### src/rtl/fetch_unit_if.sv
// Fetch-stage bus: instruction-memory read port, redirect input and decode handshake.
// The master modport is the fetch unit; the slave modport is its environment.
interface fetch_unit_if #(
    parameter int ADDR_W = 8
);
    logic              imem_en;
    logic [ADDR_W-1:0] imem_addr;
    logic [31:0]       imem_rdata;
    logic              redirect_valid;
    logic [31:0]       redirect_pc;
    logic              valid_out;
    logic              ready_in;
    logic [31:0]       inst_out;
    logic [31:0]       pc_out;

    modport master (
        output imem_en, imem_addr, valid_out, inst_out, pc_out,
        input  imem_rdata, redirect_valid, redirect_pc, ready_in
    );

    modport slave (
        input  imem_en, imem_addr, valid_out, inst_out, pc_out,
        output imem_rdata, redirect_valid, redirect_pc, ready_in
    );
endinterface

### src/rtl/fetch_unit.sv
// Instruction fetch stage: owns the PC, hides the 1-cycle imem latency behind a
// 2-entry {inst,pc} buffer, and flushes on redirect.
module fetch_unit #(
    parameter logic [31:0] RESET_PC = 32'h0000_0000,
    parameter int          ADDR_W   = 8
) (
    input  logic          clk,
    input  logic          rst_n,
    fetch_unit_if.master  bus
);
    localparam logic [31:0] NOP = 32'h0000_0013;

    logic [31:0] pc_q, pc_d;
    logic        infl_q, infl_d;
    logic [31:0] infl_pc_q, infl_pc_d;
    logic [1:0]  cnt_q, cnt_d;
    logic [31:0] inst_q [2];
    logic [31:0] inst_d [2];
    logic [31:0] pcb_q [2];
    logic [31:0] pcb_d [2];

    logic        valid;
    logic        pop;
    logic        issue;
    logic [2:0]  cnt_next;
    logic [1:0]  wr_idx;

    assign valid = (cnt_q != 2'd0);

    assign bus.valid_out = valid;
    assign bus.inst_out  = valid ? inst_q[0] : NOP;
    assign bus.pc_out    = valid ? pcb_q[0]  : 32'h0;
    assign bus.imem_en   = issue;
    assign bus.imem_addr = pc_q[ADDR_W+1:2];

    // Issue only if the word coming back next cycle is guaranteed a free slot.
    always_comb begin
        pop      = valid && bus.ready_in && !bus.redirect_valid;
        cnt_next = {1'b0, cnt_q} + {2'b00, infl_q} - {2'b00, pop};
        issue    = rst_n && !bus.redirect_valid && (cnt_next <= 3'd1);
        wr_idx   = cnt_q - {1'b0, pop};
    end

    always_comb begin
        pc_d      = pc_q;
        infl_d    = issue;
        infl_pc_d = infl_pc_q;
        cnt_d     = cnt_next[1:0];
        inst_d    = inst_q;
        pcb_d     = pcb_q;

        if (pop) begin
            inst_d[0] = inst_q[1];
            pcb_d[0]  = pcb_q[1];
        end
        // Write slot is computed after the pop shift, so it lands behind the survivor.
        if (infl_q) begin
            inst_d[wr_idx[0]] = bus.imem_rdata;
            pcb_d[wr_idx[0]]  = infl_pc_q;
        end
        if (issue) begin
            infl_pc_d = pc_q;
            pc_d      = pc_q + 32'd4;
        end
        if (bus.redirect_valid) begin
            cnt_d  = 2'd0;
            infl_d = 1'b0;
            pc_d   = {bus.redirect_pc[31:2], 2'b00};
        end
    end

    always_ff @(posedge clk or negedge rst_n) begin
        if (!rst_n) begin
            pc_q      <= RESET_PC;
            infl_q    <= 1'b0;
            infl_pc_q <= 32'h0;
            cnt_q     <= 2'd0;
            for (int i = 0; i < 2; i++) begin
                inst_q[i] <= 32'h0;
                pcb_q[i]  <= 32'h0;
            end
        end else begin
            assert (cnt_next <= 3'd2);
            pc_q      <= pc_d;
            infl_q    <= infl_d;
            infl_pc_q <= infl_pc_d;
            cnt_q     <= cnt_d;
            for (int i = 0; i < 2; i++) begin
                inst_q[i] <= inst_d[i];
                pcb_q[i]  <= pcb_d[i];
            end
        end
    end
endmodule

### src/flat_wrapper.sv
// flat-port wrapper written by rule: the top's interface ports become plain ports
module fetch_unit_flat 
#(
    parameter logic [31:0] RESET_PC = 32'h0000_0000,
    parameter int          ADDR_W   = 8
)
  (clk, rst_n, bus_imem_en, bus_imem_addr, bus_valid_out, bus_inst_out, bus_pc_out, bus_imem_rdata, bus_redirect_valid, bus_redirect_pc, bus_ready_in);
  fetch_unit_if #(.ADDR_W(ADDR_W)) bus_i ();
  input  logic clk;
  input  logic rst_n;
  output wire logic [$bits(bus_i.imem_en)-1:0] bus_imem_en;
  output wire logic [$bits(bus_i.imem_addr)-1:0] bus_imem_addr;
  output wire logic [$bits(bus_i.valid_out)-1:0] bus_valid_out;
  output wire logic [$bits(bus_i.inst_out)-1:0] bus_inst_out;
  output wire logic [$bits(bus_i.pc_out)-1:0] bus_pc_out;
  input wire logic [$bits(bus_i.imem_rdata)-1:0] bus_imem_rdata;
  input wire logic [$bits(bus_i.redirect_valid)-1:0] bus_redirect_valid;
  input wire logic [$bits(bus_i.redirect_pc)-1:0] bus_redirect_pc;
  input wire logic [$bits(bus_i.ready_in)-1:0] bus_ready_in;
  assign bus_imem_en = bus_i.imem_en;
  assign bus_imem_addr = bus_i.imem_addr;
  assign bus_valid_out = bus_i.valid_out;
  assign bus_inst_out = bus_i.inst_out;
  assign bus_pc_out = bus_i.pc_out;
  assign bus_i.imem_rdata = bus_imem_rdata;
  assign bus_i.redirect_valid = bus_redirect_valid;
  assign bus_i.redirect_pc = bus_redirect_pc;
  assign bus_i.ready_in = bus_ready_in;
  fetch_unit #(.RESET_PC(RESET_PC), .ADDR_W(ADDR_W)) u_core (.clk(clk), .rst_n(rst_n), .bus(bus_i));
endmodule
### config.mk
export PLATFORM = sky130hd
export DESIGN_NAME = fetch_unit_flat
export DESIGN_NICKNAME = d
export VERILOG_FILES = /design/src/rtl/fetch_unit_if.sv /design/src/rtl/fetch_unit.sv /design/src/flat_wrapper.sv
export SDC_FILE = /design/constraint.sdc
export NUM_CORES = 1
export LEC_CHECK = 0
export ABC_CLOCK_PERIOD_IN_PS = 4670
export BUFFER_PORTS_ARGS = -buffer_cell sky130_fd_sc_hd__buf_2
export CORE_UTILIZATION = 47
export DETAILED_ROUTE_END_ITERATION = 16
export PLACE_DENSITY = 0.66
export SLEW_MARGIN = 40
export SYNTH_ARGS = -nofsm -noshare
export SYNTH_HDL_FRONTEND = slang
export SYNTH_SLANG_ARGS = --single-unit
### constraint.sdc
create_clock -name clk -period 4.67 [get_ports clk]
set_clock_uncertainty 0.2 [all_clocks]
set_input_delay 0.467 -clock clk [delete_from_list [all_inputs] [get_ports clk]]
set_output_delay 0.467 -clock clk [all_outputs]
set_load 0.01 [all_outputs]
==> impl_metrics.py <==
metrics = {
    "outcome": {
        "status": "finished, final reports clean",
    },
    "global_route": {
        "antenna_found_initial": 0,
        "grt_overflow_total": 0,
        "grt_pass1_vias": 6377,
        "grt_max_degree": 89,
        "grt_usage_pct": 21.56,
        "grt_pass1_wl_um": 33240,
    },
    "clock_network": {
        "cts_tree": "done",
        "cts_root_buf": "clkbuf_16",
        "htreeDepth": 4,
        "clk_latency_ps": 440,
        "clk_path_buf_depth": 2,
        "cts_buffers": 17,
        "post-cts-setup-buffers": 0,
        "cts.sinks": 189,
        "cts.clk_slew.worst_paths_ps": 80,
    },
    "sta": {
        "fin_tns_setup_ps": 0,
        "worst_slack_ps": 685.5,
        "relSlewSlack_pct": 47.24,
        "rsz0062_at_grt": "no",
        "timing.fmax_mhz": 251.0,
        "period_minus_slack_ps": 3984,
        "post-route-period-util_pct": 85.32,
        "whs_ps": 30.61,
        "drv_slew": 0,
        "final_hold_viol_count": 0,
        "setup_violations": 0,
        "tightest_slew_ps": 791.5,
    },
    "layout": {
        "fillers": 1663,
        "mostFrequentLayoutCells": "189 x dfrtp_1, 163 x nand2_1, 138 x buf_2",
        "diodes": 0,
        "final_common_cell": "dfrtp_1",
        "final_net_count": 1037,
        "final_core_util_pct": 55.48,
        "area_growth_pct": 15.56,
        "drive_gt1_share_pct": 26.35,
    },
    "routing": {
        "vias": 6618,
        "drc_errors": 0,
        "wl_per_cell_um": 16.54,
        "dr.pass1.iters": 5,
        "routed_wl_um": 20060,
        "drtIter0Drc": 363,
        "routed_via_density": 5.456,
        "ant_nets": 0,
    },
    "die": {
        "rows": 50,
        "die_y_um": 140.2,
        "dieArea_sq_mm": 0.01966,
        "start_util_pct": 48.01,
        "num_io_pins": 142,
        "die_width_um": 140.2,
        "coreArea_sq_mm": 0.01871,
    },
    "synthesis": {
        "syn-instance-count": 854,
        "avgSynthCellArea_sq_um": 10.52,
        "ys_seq_elements": 189,
        "yosysWarnings": 0,
        "synth_seq_area_share_pct": 52.67,
        "synth.distinct_cells": 60,
        "synth_ff_type": "dfrtp_1",
        "netlist_area_sq_mm": 0.008980,
        "async_flop_share_pct": 100.0,
        "synth_nets": 925,
        "synth_edf_count": 0,
    },
    "critical_path": {
        "crit_required_ps": 4000,
        "critPathLaunchType": "register",
        "worstPathMaxFanout": 16,
        "crit_path_end_kind": "primary output",
        "crit_type": "reg -> out",
        "arrival_ps": 3320,
    },
    "pwr": {
        "vdd_drop_max_uv": 256.0,
        "intPower_mw": 3.880,
        "p_comb_share_pct": 31.9,
        "p_total_mw": 6.018,
        "switchingPower_mw": 2.138,
        "power.leakage_nw": 4.793,
        "swShare_pct": 35.52,
        "power_density_mw_per_mm2": 579.9,
        "pwr-share-clk_pct": 23.0,
        "seqPwrFrac_pct": 45.2,
    },
    "placed_design": {
        "io_buffers": 139,
        "dp_slack_ps": 900.4,
        "post-dp-hpwl_um": 13090,
        "gp_congestion": 0.8290,
    },
    "min_path": {
        "hold_class": "in -> reg",
    },
    "job": {
        "cap_violations": 0,
    },
}
==> registers in the layout, indices dropped and copies added, names as in the netlist <==
| signal | flops |
|---|---|
| u_core.infl_pc_q | 30 |
| u_core.pc_q | 30 |
| u_core.inst_q | 64 |
| u_core.cnt_q | 2 |
| u_core.pcb_q | 62 |
| u_core.infl_q | 1 |
==> worst max-delay path, cell delays in order (launching register included) <==
cell and delay, ps:
dfrtp_1 450, nor2_1 290, nor2_4 70, xnor2_1 160, ha_1 160, inv_1 40, fa_1 400, xnor2_1 550
nand2_2 100, inv_1 440, buf_2 230
==> synthesized netlist by cell type (3+ instances only) <==
cell type  instances  area (sq um)
mux2_2            62         698.2
a31oi_1            4         25.02
mux2i_1           64         640.6
o21ai_0           77         385.4
and2_1            63         394.1
a211o_1            5         43.79
xnor2_1            3         26.28
nand3b_1           3         22.52
buf_4              8         60.06
a22oi_1            6         45.04
a221o_1            4         40.04
nand2b_1           6         37.54
clkbuf_1          24         90.09
buf_2             22         110.1
and4_1             3         26.28
o311ai_0           7         61.31
a21oi_1            3         15.01
nand4_1           14         87.58
nor2_1            12         45.04
nand4b_1           3         26.28
inv_1             14         52.55
o211ai_1           8         60.06
dfrtp_1          189          4730
nand2_1          164         615.6
nand3_1           19         95.09
nor4_1            10         62.56
nor3b_1            4         30.03
or4_1              3         22.52
nor3_1            11         55.05
==> area by class of cell <==
class                      instances  area [sq um]  share of cell area (%)
clock buffer                      20         446.7                   4.304
inverter                          14         52.55                  0.5064
clock inverter                    12         113.9                   1.097
sequential                       189          4730                   45.57
multi-input combinational        592          3921                   37.79
timing repair buffer             152         820.8                   7.909
tap                              234         292.8                   2.821
==> per-stage QoR <==
step                instances  area, sq um
floorplan                 854         8980
global placement         1180         9803
detailed placement       1180         9807
CTS                      1213        10380
global route             1213        10380
finish                   1213        10380
==> path summary, 6_finish.rpt <==
kind / startpoint / endpoint / slack, ps / cells past startpoint
setup / recovery: u_core.cnt_q[1] / bus_imem_en / 690 / 10
hold / removal: bus_redirect_pc[12] / u_core.pc_q[12] / 30 / 2
setup reg to reg: u_core.cnt_q[1] / u_core.pc_q[19] / 1060 / 12
hold reg to reg: u_core.inst_q[7] / u_core.inst_q[7] / 310 / 1
max in group asynchronous: rst_n / u_core.pcb_q[45] / 2800 / 3
min in group asynchronous: rst_n / u_core.pcb_q[56] / 400 / 2
==> power by group through the flow <==
| stage | combinational (mW) | sequential, mW | clock (mW) |
|---|---|---|---|
| after CTS | 1.95 | 2.72 | 1.42 |
| final | 1.92 | 2.72 | 1.38 |
| after floorplan | 1.45 | 2.59 | 0 |
| after detailed placement | 1.94 | 2.75 | 0 |
| after global routing | 2.17 | 2.81 | 1.49 |
| after global placement | 1.89 | 2.72 | 0 |
==> per-layer routing <==
metal | part of all wire, % | global-route usage (%)
met3 | 5.3 | 5.026
met5 | 0 | 0
met4 | 1.0 | 6.073
met1 | 48 | 31.21
met2 | 45 | 32.34
==> timing repair <==
action                    CTS  global route
hold buffers                1             0
resized for setup           0             0
hold endpoints to repair   60             0
==> logic make-up (layout without fill, tap and decap cells) <==
kind of cell	Yosys count	count (layout)	share of synthesized area, %
AOI/OAI and AO/OA	127	127	8.890
xor gates and xnor gates	4	4	0.3902
adders and majority gates	3	3	0.5016
buffers and inverters	73	198	3.860
DFF	189	189	52.67
muxes	127	127	15.03
and+or+nand+nor	331	331	18.66
Note: power is estimated with default switching activity, not from simulation.
